[config.mk]
export PLATFORM = sky130hd
export DESIGN_NAME = nbody_tile_scheduler
export DESIGN_NICKNAME = d
export VERILOG_FILES = /design/src/rtl/nbody_pkg.sv /design/src/rtl/nbody_tile_scheduler_tag_pipe.sv /design/src/rtl/nbody_tile_scheduler.sv
export SDC_FILE = /design/constraint.sdc
export NUM_CORES = 1
export LEC_CHECK = 0
export BUFFER_PORTS_ARGS = -buffer_cell sky130_fd_sc_hd__buf_2
export CAP_MARGIN = 20
export CORE_UTILIZATION = 52
export DETAILED_ROUTE_END_ITERATION = 8
export PLACE_DENSITY = 0.85
export SLEW_MARGIN = 40
export SYNTH_ARGS = -nofsm -noshare
export SYNTH_HDL_FRONTEND = slang
export SYNTH_SLANG_ARGS = --single-unit
[constraint.sdc]
create_clock -name clk -period 2.82 [get_ports clk]
set_input_delay 0.564 -clock clk [delete_from_list [all_inputs] [get_ports clk]]
set_output_delay 0.564 -clock clk [all_outputs]
set_load 0.05 [all_outputs]
[src/rtl/nbody_pkg.sv]
// nbody_pkg: shared constants for the n-body tile scheduler.
//   - Default MAX_BLOCKS / ARRAY_LAT values used by nbody_tile_scheduler.
//   - FSM state encodings, as plain localparams.
//   - Tile tag layout {valid, i, j, diag}, MSB first, and a helper that sizes it.
package nbody_pkg;

  localparam int unsigned DEF_MAX_BLOCKS = 8;
  localparam int unsigned DEF_ARRAY_LAT  = 4;

  localparam logic [2:0] ST_IDLE      = 3'd0;
  localparam logic [2:0] ST_CLEAR     = 3'd1;
  localparam logic [2:0] ST_ISSUE     = 3'd2;
  localparam logic [2:0] ST_DRAIN     = 3'd3;
  localparam logic [2:0] ST_INTEGRATE = 3'd4;
  localparam logic [2:0] ST_FINISH    = 3'd5;

  // Tag layout for the default configuration; wider builds use the same field order.
  typedef struct packed {
    logic                              valid;
    logic [$clog2(DEF_MAX_BLOCKS)-1:0] i;
    logic [$clog2(DEF_MAX_BLOCKS)-1:0] j;
    logic                              diag;
  } tag_t;

  function automatic int unsigned tag_width(int unsigned max_blocks);
    return 2 * $clog2(max_blocks) + 2;
  endfunction

endpackage

[src/rtl/nbody_tile_scheduler_tag_pipe.sv]
// nbody_tag_pipe: DEPTH-stage shift register of tile tags, valid bit in the MSB.
// Ports:
//   clk, rst  clock, asynchronous active-high reset
//   flush     synchronous clear of every stage
//   din       tag entering stage 0 each cycle
//   dout      tag leaving the last stage (DEPTH cycles after entry)
//   pending   a valid tag sits in any stage other than the last
module nbody_tag_pipe #(
  parameter int unsigned DEPTH = 4,
  parameter int unsigned WIDTH = 8
) (
  input  logic             clk,
  input  logic             rst,
  input  logic             flush,
  input  logic [WIDTH-1:0] din,
  output logic [WIDTH-1:0] dout,
  output logic             pending
);

  logic [WIDTH-1:0] stage [DEPTH];

  always_ff @(posedge clk or posedge rst) begin
    if (rst) begin
      for (int k = 0; k < int'(DEPTH); k++) stage[k] <= '0;
    end else if (flush) begin
      for (int k = 0; k < int'(DEPTH); k++) stage[k] <= '0;
    end else begin
      stage[0] <= din;
      for (int k = 1; k < int'(DEPTH); k++) stage[k] <= stage[k-1];
    end
  end

  assign dout = stage[DEPTH-1];

  always_comb begin
    pending = 1'b0;
    for (int k = 0; k < int'(DEPTH) - 1; k++) pending = pending | stage[k][WIDTH-1];
  end

endmodule

[src/rtl/nbody_tile_scheduler.sv]
// nbody_tile_scheduler: sequences tile issue, accumulate-write tagging and integrator
// streaming for the 2x2 systolic n-body array, repeated for n_steps time steps.
// Ports:
//   clk, rst                     clock, asynchronous active-high reset
//   start, abort                 host launch pulse (IDLE only) / synchronous abort
//   n_blocks, n_steps            run configuration, latched at start
//   busy, done, step_cnt         host status
//   acc_clr                      accumulator clear, once per step
//   arr_issue, arr_blk_i/j, arr_diag      tile launch to the array
//   acc_we, acc_blk_i/j, acc_down_en      retiring tile to the accumulators
//   int_valid, int_body, int_ready        integrator body stream
// Build option: NBODY_SCHED_FULL_MATRIX_EN issues all nb^2 tiles with right-only
// accumulation; default issues the upper triangle and uses down accumulation.
module nbody_tile_scheduler
  import nbody_pkg::*;
#(
  parameter int unsigned MAX_BLOCKS = DEF_MAX_BLOCKS,
  parameter int unsigned ARRAY_LAT  = DEF_ARRAY_LAT,
  parameter int unsigned STEP_W     = 16
) (
  input  logic                              clk,
  input  logic                              rst,
  input  logic                              start,
  input  logic                              abort,
  input  logic [$clog2(MAX_BLOCKS+1)-1:0]   n_blocks,
  input  logic [STEP_W-1:0]                 n_steps,
  output logic                              busy,
  output logic                              done,
  output logic [STEP_W-1:0]                 step_cnt,
  output logic                              acc_clr,
  output logic                              arr_issue,
  output logic [$clog2(MAX_BLOCKS)-1:0]     arr_blk_i,
  output logic [$clog2(MAX_BLOCKS)-1:0]     arr_blk_j,
  output logic                              arr_diag,
  output logic                              acc_we,
  output logic [$clog2(MAX_BLOCKS)-1:0]     acc_blk_i,
  output logic [$clog2(MAX_BLOCKS)-1:0]     acc_blk_j,
  output logic                              acc_down_en,
  output logic                              int_valid,
  output logic [$clog2(2*MAX_BLOCKS)-1:0]   int_body,
  input  logic                              int_ready
);

  localparam int unsigned NB_W   = $clog2(MAX_BLOCKS + 1);
  localparam int unsigned IDX_W  = $clog2(MAX_BLOCKS);
  localparam int unsigned BODY_W = $clog2(2 * MAX_BLOCKS);
  localparam int unsigned TAG_W  = tag_width(MAX_BLOCKS);

  logic [2:0]        state_q, state_d;
  logic [NB_W-1:0]   nb_q, nb_d, nb_in;
  logic [STEP_W-1:0] steps_q, steps_d;
  logic [STEP_W-1:0] step_cnt_q, step_cnt_d;
  logic              empty_q, empty_d;
  logic [IDX_W-1:0]  i_q, i_d, j_q, j_d;
  logic [BODY_W-1:0] body_q, body_d;

  logic              i_last, j_last, body_last;
  logic [NB_W:0]     body_last_idx;
  logic [TAG_W-1:0]  tag_in, tag_out;
  logic              tag_pending;

  assign nb_in         = (n_blocks > NB_W'(MAX_BLOCKS)) ? NB_W'(MAX_BLOCKS) : n_blocks;
  assign i_last        = (NB_W'(i_q) == nb_q - 1'b1);
  assign j_last        = (NB_W'(j_q) == nb_q - 1'b1);
  assign body_last_idx = {nb_q, 1'b0} - 1'b1;
  assign body_last     = ((NB_W+1)'(body_q) == body_last_idx);

  always_comb begin
    state_d    = state_q;
    nb_d       = nb_q;
    steps_d    = steps_q;
    empty_d    = empty_q;
    step_cnt_d = step_cnt_q;
    i_d        = i_q;
    j_d        = j_q;
    body_d     = body_q;
    if (abort) begin
      state_d = ST_IDLE;
    end else begin
      case (state_q)
        ST_IDLE: begin
          if (start) begin
            nb_d       = nb_in;
            steps_d    = n_steps;
            empty_d    = (nb_in == '0) || (n_steps == '0);
            step_cnt_d = '0;
            state_d    = ST_CLEAR;
          end
        end
        ST_CLEAR: begin
          // An empty run passes through here silently so done lands two cycles after start.
          i_d     = '0;
          j_d     = '0;
          body_d  = '0;
          state_d = empty_q ? ST_FINISH : ST_ISSUE;
        end
        ST_ISSUE: begin
          if (i_last && j_last) begin
            state_d = ST_DRAIN;
          end else if (j_last) begin
            i_d = i_q + 1'b1;
`ifdef NBODY_SCHED_FULL_MATRIX_EN
            j_d = '0;
`else
            j_d = i_q + 1'b1;
`endif
          end else begin
            j_d = j_q + 1'b1;
          end
        end
        ST_DRAIN: begin
          // Leave once only the final tag (if any) remains, so INTEGRATE follows the last acc_we.
          if (!tag_pending) state_d = ST_INTEGRATE;
        end
        ST_INTEGRATE: begin
          if (int_ready) begin
            if (body_last) begin
              step_cnt_d = step_cnt_q + 1'b1;
              state_d    = (step_cnt_d == steps_q) ? ST_FINISH : ST_CLEAR;
            end else begin
              body_d = body_q + 1'b1;
            end
          end
        end
        ST_FINISH: state_d = ST_IDLE;
        default:   state_d = ST_IDLE;
      endcase
    end
  end

  always_ff @(posedge clk or posedge rst) begin
    if (rst) begin
      state_q    <= ST_IDLE;
      nb_q       <= '0;
      steps_q    <= '0;
      empty_q    <= 1'b0;
      step_cnt_q <= '0;
      i_q        <= '0;
      j_q        <= '0;
      body_q     <= '0;
    end else begin
      state_q    <= state_d;
      nb_q       <= nb_d;
      steps_q    <= steps_d;
      empty_q    <= empty_d;
      step_cnt_q <= step_cnt_d;
      i_q        <= i_d;
      j_q        <= j_d;
      body_q     <= body_d;
    end
  end

  always_comb begin
    busy      = (state_q == ST_CLEAR) || (state_q == ST_ISSUE) ||
                (state_q == ST_DRAIN) || (state_q == ST_INTEGRATE);
    done      = (state_q == ST_FINISH);
    acc_clr   = (state_q == ST_CLEAR) && !empty_q;
    arr_issue = (state_q == ST_ISSUE);
    arr_blk_i = arr_issue ? i_q : '0;
    arr_blk_j = arr_issue ? j_q : '0;
    arr_diag  = arr_issue && (i_q == j_q);
    int_valid = (state_q == ST_INTEGRATE);
    int_body  = int_valid ? body_q : '0;
    step_cnt  = step_cnt_q;
  end

  assign tag_in = {arr_issue, arr_blk_i, arr_blk_j, arr_diag};

  nbody_tag_pipe #(
    .DEPTH (ARRAY_LAT),
    .WIDTH (TAG_W)
  ) u_tag_pipe (
    .clk     (clk),
    .rst     (rst),
    .flush   (abort),
    .din     (tag_in),
    .dout    (tag_out),
    .pending (tag_pending)
  );

  assign acc_we    = tag_out[TAG_W-1];
  assign acc_blk_i = tag_out[2*IDX_W:IDX_W+1];
  assign acc_blk_j = tag_out[IDX_W:1];
`ifdef NBODY_SCHED_FULL_MATRIX_EN
  assign acc_down_en = 1'b0;
`else
  assign acc_down_en = acc_we && !tag_out[0];
`endif

endmodule

==> impl_metrics.json, run 1 <==
{
  "clock.fmax_mhz": 380,
  "port_buffers": 64,
  "max_cap_violations": 0,
  "dpl.cell_count": 574,
  "synth_compound_area_share_pct": 12.1,
  "synthArstFlopShare_pct": 100,
  "num_rows": 32,
  "fillers": 624,
  "status": "completed",
  "synth-seq-cells": 82,
  "p_leak_nw": 2.31,
  "crit_fanout": 13,
  "fin_crit_sh_pct": 93.2,
  "wire_per_inst_um": 15.7,
  "antenna_found_initial": 0,
  "crit_path_start": "state_q[1]$_DFFE_PP0P_",
  "diodes": 0,
  "drc": 0,
  "fin_skew_ns": 0.00490,
  "regToRegStartpoint": "nb_q[0]$_DFFE_PP0P_",
  "nets": 513,
  "tritoncts": "yes",
  "ys_types": 53,
  "clk_path_buf_depth": 2,
  "hold_buffers": 0,
  "vias": 3357,
  "die_y_um": 92.9,
  "r2r_setup_slack_ns": 0.21,
  "synth_edf_count": 0,
  "gp_congestion": 0.845,
  "cp-end-kind": "output pin",
  "timing.rr.end": "step_cnt[11]$_DFFE_PP0P_",
  "ys_seq_area_share_pct": 47.7,
  "cp_cell_sequence": "or3b_2 > inv_1 > and2_1 > buf_2",
  "finalSetupViolCount": 0,
  "final_hold_viol_count": 0,
  "slew_violations": 0,
  "cpPeakStageDelay_ns": 0.62,
  "avgSynthCellArea_um2": 9.97,
  "synth_mux_area_share_pct": 5.41,
  "powerDensity_nw_per_um2": 814,
  "gr-total-overflow": 0,
  "dieArea_um2": 8640,
  "tns_ns": 0,
  "drive_above_1_share_pct": 24.0,
  "synth_top_family_by_area": "simple AND/OR/NAND/NOR gates",
  "grt_usage_pct": 22.8,
  "post-route-min-period_ns": 2.63,
  "criticalPathCategory": "reg2out",
  "vias_per_cell": 5.69,
  "cp.depth": 4,
  "syn_area_um2": 4300,
  "path_buf_inv": 2,
  "wl_mm": 9.24,
  "synth_xor_area_share_pct": 7.48,
  "ctsRootBufferMaster": "clkbuf_8",
  "place_hpwl_mm": 6.55,
  "io_pins": 65,
  "cpLargestDelayFamily": "simple AND/OR/NAND/NOR gates",
  "crit_required_ns": 2.26,
  "synth_simple_gate_area_share_pct": 21.5,
  "relSlewSlack_pct": 56.6,
  "syn_nets": 461,
  "cts_buffers": 9,
  "initial_core_util_pct": 54.8,
  "endpoint": "arr_blk_i[2]",
  "cp-start-kind": "register",
  "areaGrowthSynthToFinish_pct": 14.2,
  "worst_r2r_path_depth": 8,
  "core-area_um2": 7850,
  "rsz0062_at_grt": "no",
  "grt_pass1_wl_mm": 15.2,
  "drtPass1Iterations": 4,
  "grt_pass1_vias": 3170,
  "die_width_um": 92.9,
  "peakVddDrop_mv": 0.392,
  "hold_path.class": "in2async",
  "synth_top_area_share_pct": 47.7,
  "grt_max_degree": 51,
  "synth_fa_ha_area_share_pct": 1.46,
  "clkTransAtPathRegs_ns": 0.09,
  "cts-htree-levels": 3,
  "crit_arrival_ns": 2.07,
  "yosys.area.top_type": "dfrtp_1",
  "final_cells": 590,
  "synthCells": 431,
  "synth.area.top_cells": "dfrtp_1, nor2b_1, mux2_2, xnor2_1, xor2_1",
  "synth.most_common_cell": "dfrtp_1",
  "tightest_slew_ns": 0.651,
  "yosys_most_used_dff": "dfrtp_1",
  "drt-initial-drc-count": 274,
  "synthTopCellsByCount": "dfrtp_1, nor2b_1, nand2_1, nor2_1, xnor2_1",
  "ant_nets": 0,
  "insertion_delay_ns": 0.36,
  "cts_sinks": 82,
  "cp_slowest_cell": "or3b_2",
  "yosysWarnings": 0
}
==> registers in the layout (all words and copies together), names as in the netlist <==
register          flops
u_tag_pipe.dout       8
i_q                   3
body_q                4
steps_q              16
empty_q               1
state_q               3
u_tag_pipe.stage     24
nb_q                  4
step_cnt             16
j_q                   3
==> timing repair <==
| item | 4_1_cts | 5_1_grt |
|---|---|---|
| buffers inserted | 0 | 0 |
| setup endpoints to repair | 0 | 8 |
| gates resized for setup | 0 | 2 |
==> power breakdown <==
part	leakage, nW	internal (mW)	switching [mW]	total (mW)
sequential	1.10	1.38	0.267	1.64
clock	0.114	0.517	0.467	0.984
combinational	1.09	0.603	0.765	1.37
total	2.31	2.49	1.50	3.99
==> cell usage in the layout, fill, tap and decap left out, types with 5 or more instances in the layout <==
cell type / instances
ha_1: 5
nor4_1: 7
nor3_1: 10
clkbuf_8: 9
xor2_1: 13
nand4_1: 7
o21ai_0: 19
inv_1: 10
and3_1: 6
nor2_1: 26
dfrtp_1: 81
o21ai_1: 18
buf_4: 5
xnor2_1: 21
mux2_2: 18
nand2b_1: 9
buf_2: 64
nand2_1: 26
nand3_1: 10
o31ai_1: 8
nor2b_1: 33
a21oi_1: 10
and2_1: 12
==> per-layer routing <==
metal	up-vias	track usage [%]	wire, um
met5	-	0	0
met4	0	10.6	218
met3	19	4.11	540
met2	113	35.3	4460
met1	1610	31.1	4020
li1	1615	-	-
==> area by class of cell <==
| cell class | instances | area, um2 | share of cell area [%] |
|---|---|---|---|
| clock buffer | 9 | 124 | 2.52 |
| clock inverter | 7 | 108 | 2.19 |
| inverter | 11 | 42.5 | 0.867 |
| multi-input combinational | 309 | 2080 | 42.3 |
| sequential | 82 | 2050 | 41.8 |
| tap | 102 | 128 | 2.60 |
| timing repair buffer | 70 | 378 | 7.70 |
==> worst register-to-register path, delay by kind of cell, from the launching register on <==
| family | cells | cell delay (ns) |
|---|---|---|
| AND/OR/NAND/NOR | 4 | 1.13 |
| XOR/XNOR | 1 | 0.16 |
| AO/OA/AOI/OAI | 1 | 0.26 |
| adder cells (fa/ha/maj) | 1 | 0.36 |
| buffers and inverters | 1 | 0.09 |
| flip-flops | 1 | 0.52 |
==> kinds of logic (layout without fill, tap and decap cells) <==
group / Yosys count / in the layout
DFF: 82 / 82
buffers and inverters: 40 / 97
muxes: 21 / 21
AOI/OAI and AO/OA: 82 / 82
and+or+nand+nor: 166 / 166
xor gates and xnor gates: 35 / 35
adders and majority gates: 5 / 5
==> through the flow <==
step                utilization, %  instance area, um2  power (mW)  worst slack, ns  hold slack (ns)
finish                        62.5                4910        3.99            0.190            0.234
CTS                           62.5                4900        3.99           0.0882            0.244
detailed placement            59.5                4670        2.99            0.227            0.448
global placement              59.5                4670        2.91            0.319            0.440
global route                  62.5                4910        4.19           0.0228            0.290
floorplan                        -                4300        2.69            0.148            0.439
==> worst min path at each step <==
stage                                              start                              to  cells past startpoint
after detailed placement  u_tag_pipe.stage[18]$_DFF_PP0_  u_tag_pipe.stage[10]$_DFF_PP0_                      1
after floorplan            u_tag_pipe.stage[8]$_DFF_PP0_    u_tag_pipe.dout[0]$_DFF_PP0_                      1
final                                                rst        step_cnt[14]$_DFFE_PP0P_                      2
after global routing                                 rst        step_cnt[14]$_DFFE_PP0P_                      2
after CTS                                            rst         step_cnt[3]$_DFFE_PP0P_                      2
after global placement    u_tag_pipe.stage[11]$_DFF_PP0_    u_tag_pipe.dout[3]$_DFF_PP0_                      1
No activity file was read; power rests on OpenSTA's default activity.
==> inputs of run 2 (changes only) <==
Settings changed: SLEW_MARGIN 40 to 15, SYNTH_HIERARCHICAL set to 1.
==> run 2 against run 1 <==
- sequential share of layout area decreased by 0.78 points
- worst hold slack got worse by 0.072 ns
- setup slack better by 0.0017 ns
- via count is 4.0% higher
- die area up 3.9%
- clock power down 17%
- synthesized cell count increased by 2.3%
- clock-buffer cell count stayed put
- fmax barely moved
- highest routed layer unchanged
==> impl_metrics.json, run 2 <==
{
  "status": "completed",
  "crit_path_start": "state_q[2]$_DFFE_PP0P_",
  "cts-htree-levels": 3,
  "gp_congestion": 0.906,
  "nets": 522,
  "max_cap_violations": 0,
  "synth_xor_area_share_pct": 7.39,
  "ant_nets": 0,
  "seq_area_um2": 2050,
  "postCtsSetupBuffers": 0,
  "path_buf_inv": 1,
  "cpPeakStageDelay_ns": 0.56,
  "place_hpwl_mm": 7.12,
  "synth_edf_count": 0,
  "cp-start-kind": "register",
  "io_pins": 65,
  "pre_cts_ws_ns": 0.399,
  "mostFrequentLayoutCells": "dfrtp_1, buf_2, nor2b_1",
  "p_leak_nw": 2.34,
  "fillers": 683,
  "syn_nets": 471,
  "clk_path_buf_depth": 2,
  "synth.area.top_cells": "dfrtp_1, nor2b_1, mux2_2, o21ai_0, xor2_1",
  "wl_mm": 9.71,
  "num_rows": 33,
  "synth_mux_area_share_pct": 4.96,
  "finalSetupViolCount": 0,
  "avgSynthCellArea_um2": 10.1,
  "yosys_most_used_dff": "dfrtp_1",
  "cpLargestDelayFamily": "simple AND/OR/NAND/NOR gates",
  "cts_sinks": 82,
  "synth_simple_gate_area_share_pct": 21.2,
  "synth_compound_area_share_pct": 13.9,
  "post-route-min-period_ns": 2.63,
  "crit_required_ns": 2.26,
  "synth-seq-cells": 82,
  "tightest_slew_ns": 0.619,
  "grt_max_degree": 33,
  "clkTransAtPathRegs_ns": 0.09,
  "rsz0062_at_grt": "no",
  "dpl.cell_count": 586,
  "fin_crit_sh_pct": 93.2,
  "final_common_cell": "dfrtp_1",
  "vias": 3490,
  "cts_buffers": 9,
  "tns_ns": 0,
  "hold_buffers": 0,
  "synth.most_common_cell": "dfrtp_1",
  "relSlewSlack_pct": 58.6,
  "post_cts_resized": 0,
  "final_hold_viol_count": 0,
  "synth_top_family_by_area": "simple AND/OR/NAND/NOR gates",
  "die_y_um": 94.7,
  "ys_types": 57,
  "synthCells": 441,
  "finalWorstSetupSlack_ns": 0.192,
  "port_buffers": 64,
  "final_cells": 602,
  "crit_fanout": 11,
  "antenna_found_initial": 0,
  "criticalPathCategory": "reg2out",
  "drt-initial-drc-count": 268,
  "ys_seq_area_share_pct": 45.9,
  "cp-end-kind": "output pin",
  "initial_core_util_pct": 54.1,
  "wire_per_inst_um": 16.1,
  "powerDensity_nw_per_um2": 741,
  "cp_cell_sequence": "or3b_1 > nor4_2 > buf_2",
  "diodes": 0,
  "yosys.area.top_type": "dfrtp_1",
  "yosysWarnings": 6,
  "syn_area_um2": 4470,
  "synthTopCellsByCount": "dfrtp_1, nor2b_1, o21ai_0",
  "grt_pass1_vias": 3207,
  "die_width_um": 94.7,
  "gr-total-overflow": 0,
  "fin_skew_ns": 0.0149,
  "vias_per_cell": 5.80,
  "drc": 0,
  "dieArea_um2": 8970,
  "regToRegStartpoint": "nb_q[0]$_DFFE_PP0P_",
  "synth_top_area_share_pct": 45.9,
  "slew_violations": 0,
  "cp.depth": 3,
  "largest_register_ffs": 24,
  "largest-register": "u_tag_pipe/stage",
  "clock.fmax_mhz": 381,
  "peakVddDrop_mv": 0.479,
  "grt_pass1_wl_mm": 15.8,
  "synthArstFlopShare_pct": 100,
  "areaGrowthSynthToFinish_pct": 11.8,
  "cp_slowest_cell": "or3b_1",
  "drtPass1Iterations": 5,
  "grt_usage_pct": 23.2,
  "worst_r2r_path_depth": 9,
  "core-area_um2": 8260,
  "insertion_delay_ns": 0.36,
  "tritoncts": "yes",
  "drive_above_1_share_pct": 25.4,
  "hold_path.class": "in2async",
  "ctsRootBufferMaster": "clkbuf_8",
  "multi_input_area_um2": 2190,
  "crit_arrival_ns": 2.06,
  "r2r_setup_slack_ns": 0.39,
  "synth_fa_ha_area_share_pct": 1.40
}
[run 2: where the power goes]
| group | leakage, nW | total [mW] | switching, mW | internal [mW] |
|---|---|---|---|---|
| combinational | 1.15 | 1.30 | 0.741 | 0.560 |
| clock | 0.0955 | 0.816 | 0.472 | 0.344 |
| sequential | 1.10 | 1.59 | 0.226 | 1.36 |
[run 2: worst reg2reg max path, stage by stage (launching register included)]
cell      delay, ns
dfrtp_1        0.48
inv_1          0.07
ha_1           0.27
xnor3_1        0.29
nand4_1        0.17
nor2_1         0.30
nand4_1        0.13
buf_4          0.22
nand2b_1       0.17
o31ai_1        0.26
[run 2: cells by family after synthesis]
logic type / after synthesis
AND/OR/NAND/NOR: 163
AO/OA/AOI/OAI: 95
flip-flops: 82
buffers and inverters: 43
XOR/XNOR: 33
multiplexers: 20
adder cells (fa/ha/maj): 5
[run 2: path summary, 6_finish.rpt]
check | end
worst max-delay path | arr_diag
worst min-delay path | i_q[2]$_DFFE_PP0P_
worst max register to register | step_cnt[15]$_DFFE_PP0P_
worst min register to register | u_tag_pipe/stage[21]$_DFF_PP0_
max in group asynchronous | state_q[2]$_DFFE_PP0P_
min in group clk | steps_q[8]$_DFFE_PP0P_
[run 2: cell type report]
| type | count | share of cell area, % |
|---|---|---|
| Timing Repair Buffer | 74 | 7.91 |
| Multi-Input combinational cell | 316 | 43.9 |
| Sequential cell | 82 | 41.1 |
| Clock buffer | 9 | 2.48 |
| Inverter | 9 | 0.676 |
| Clock inverter | 7 | 1.40 |
| Tap cell | 105 | 2.63 |
[run 2: per-stage QoR]
stage               hold slack [ns]  utilization (%)  power (mW)  area, um2
CTS                           0.162             60.5        3.72       5000
finish                        0.162             60.5        3.71       5000
global route                  0.185             60.5        3.93       5000
global placement              0.441             58.2        2.83       4800
floorplan                     0.439                -        2.61       4480
detailed placement            0.451             58.2        2.90       4800
[run 2: routing by layer]
metal | vias up | global-route usage, % | wire length (um)
met4 | 0 | 9.34 | 287
met5 | - | 0 | 0
met1 | 1676 | 31.8 | 4290
met3 | 28 | 5.88 | 646
met2 | 129 | 35.2 | 4480
li1 | 1657 | - | -
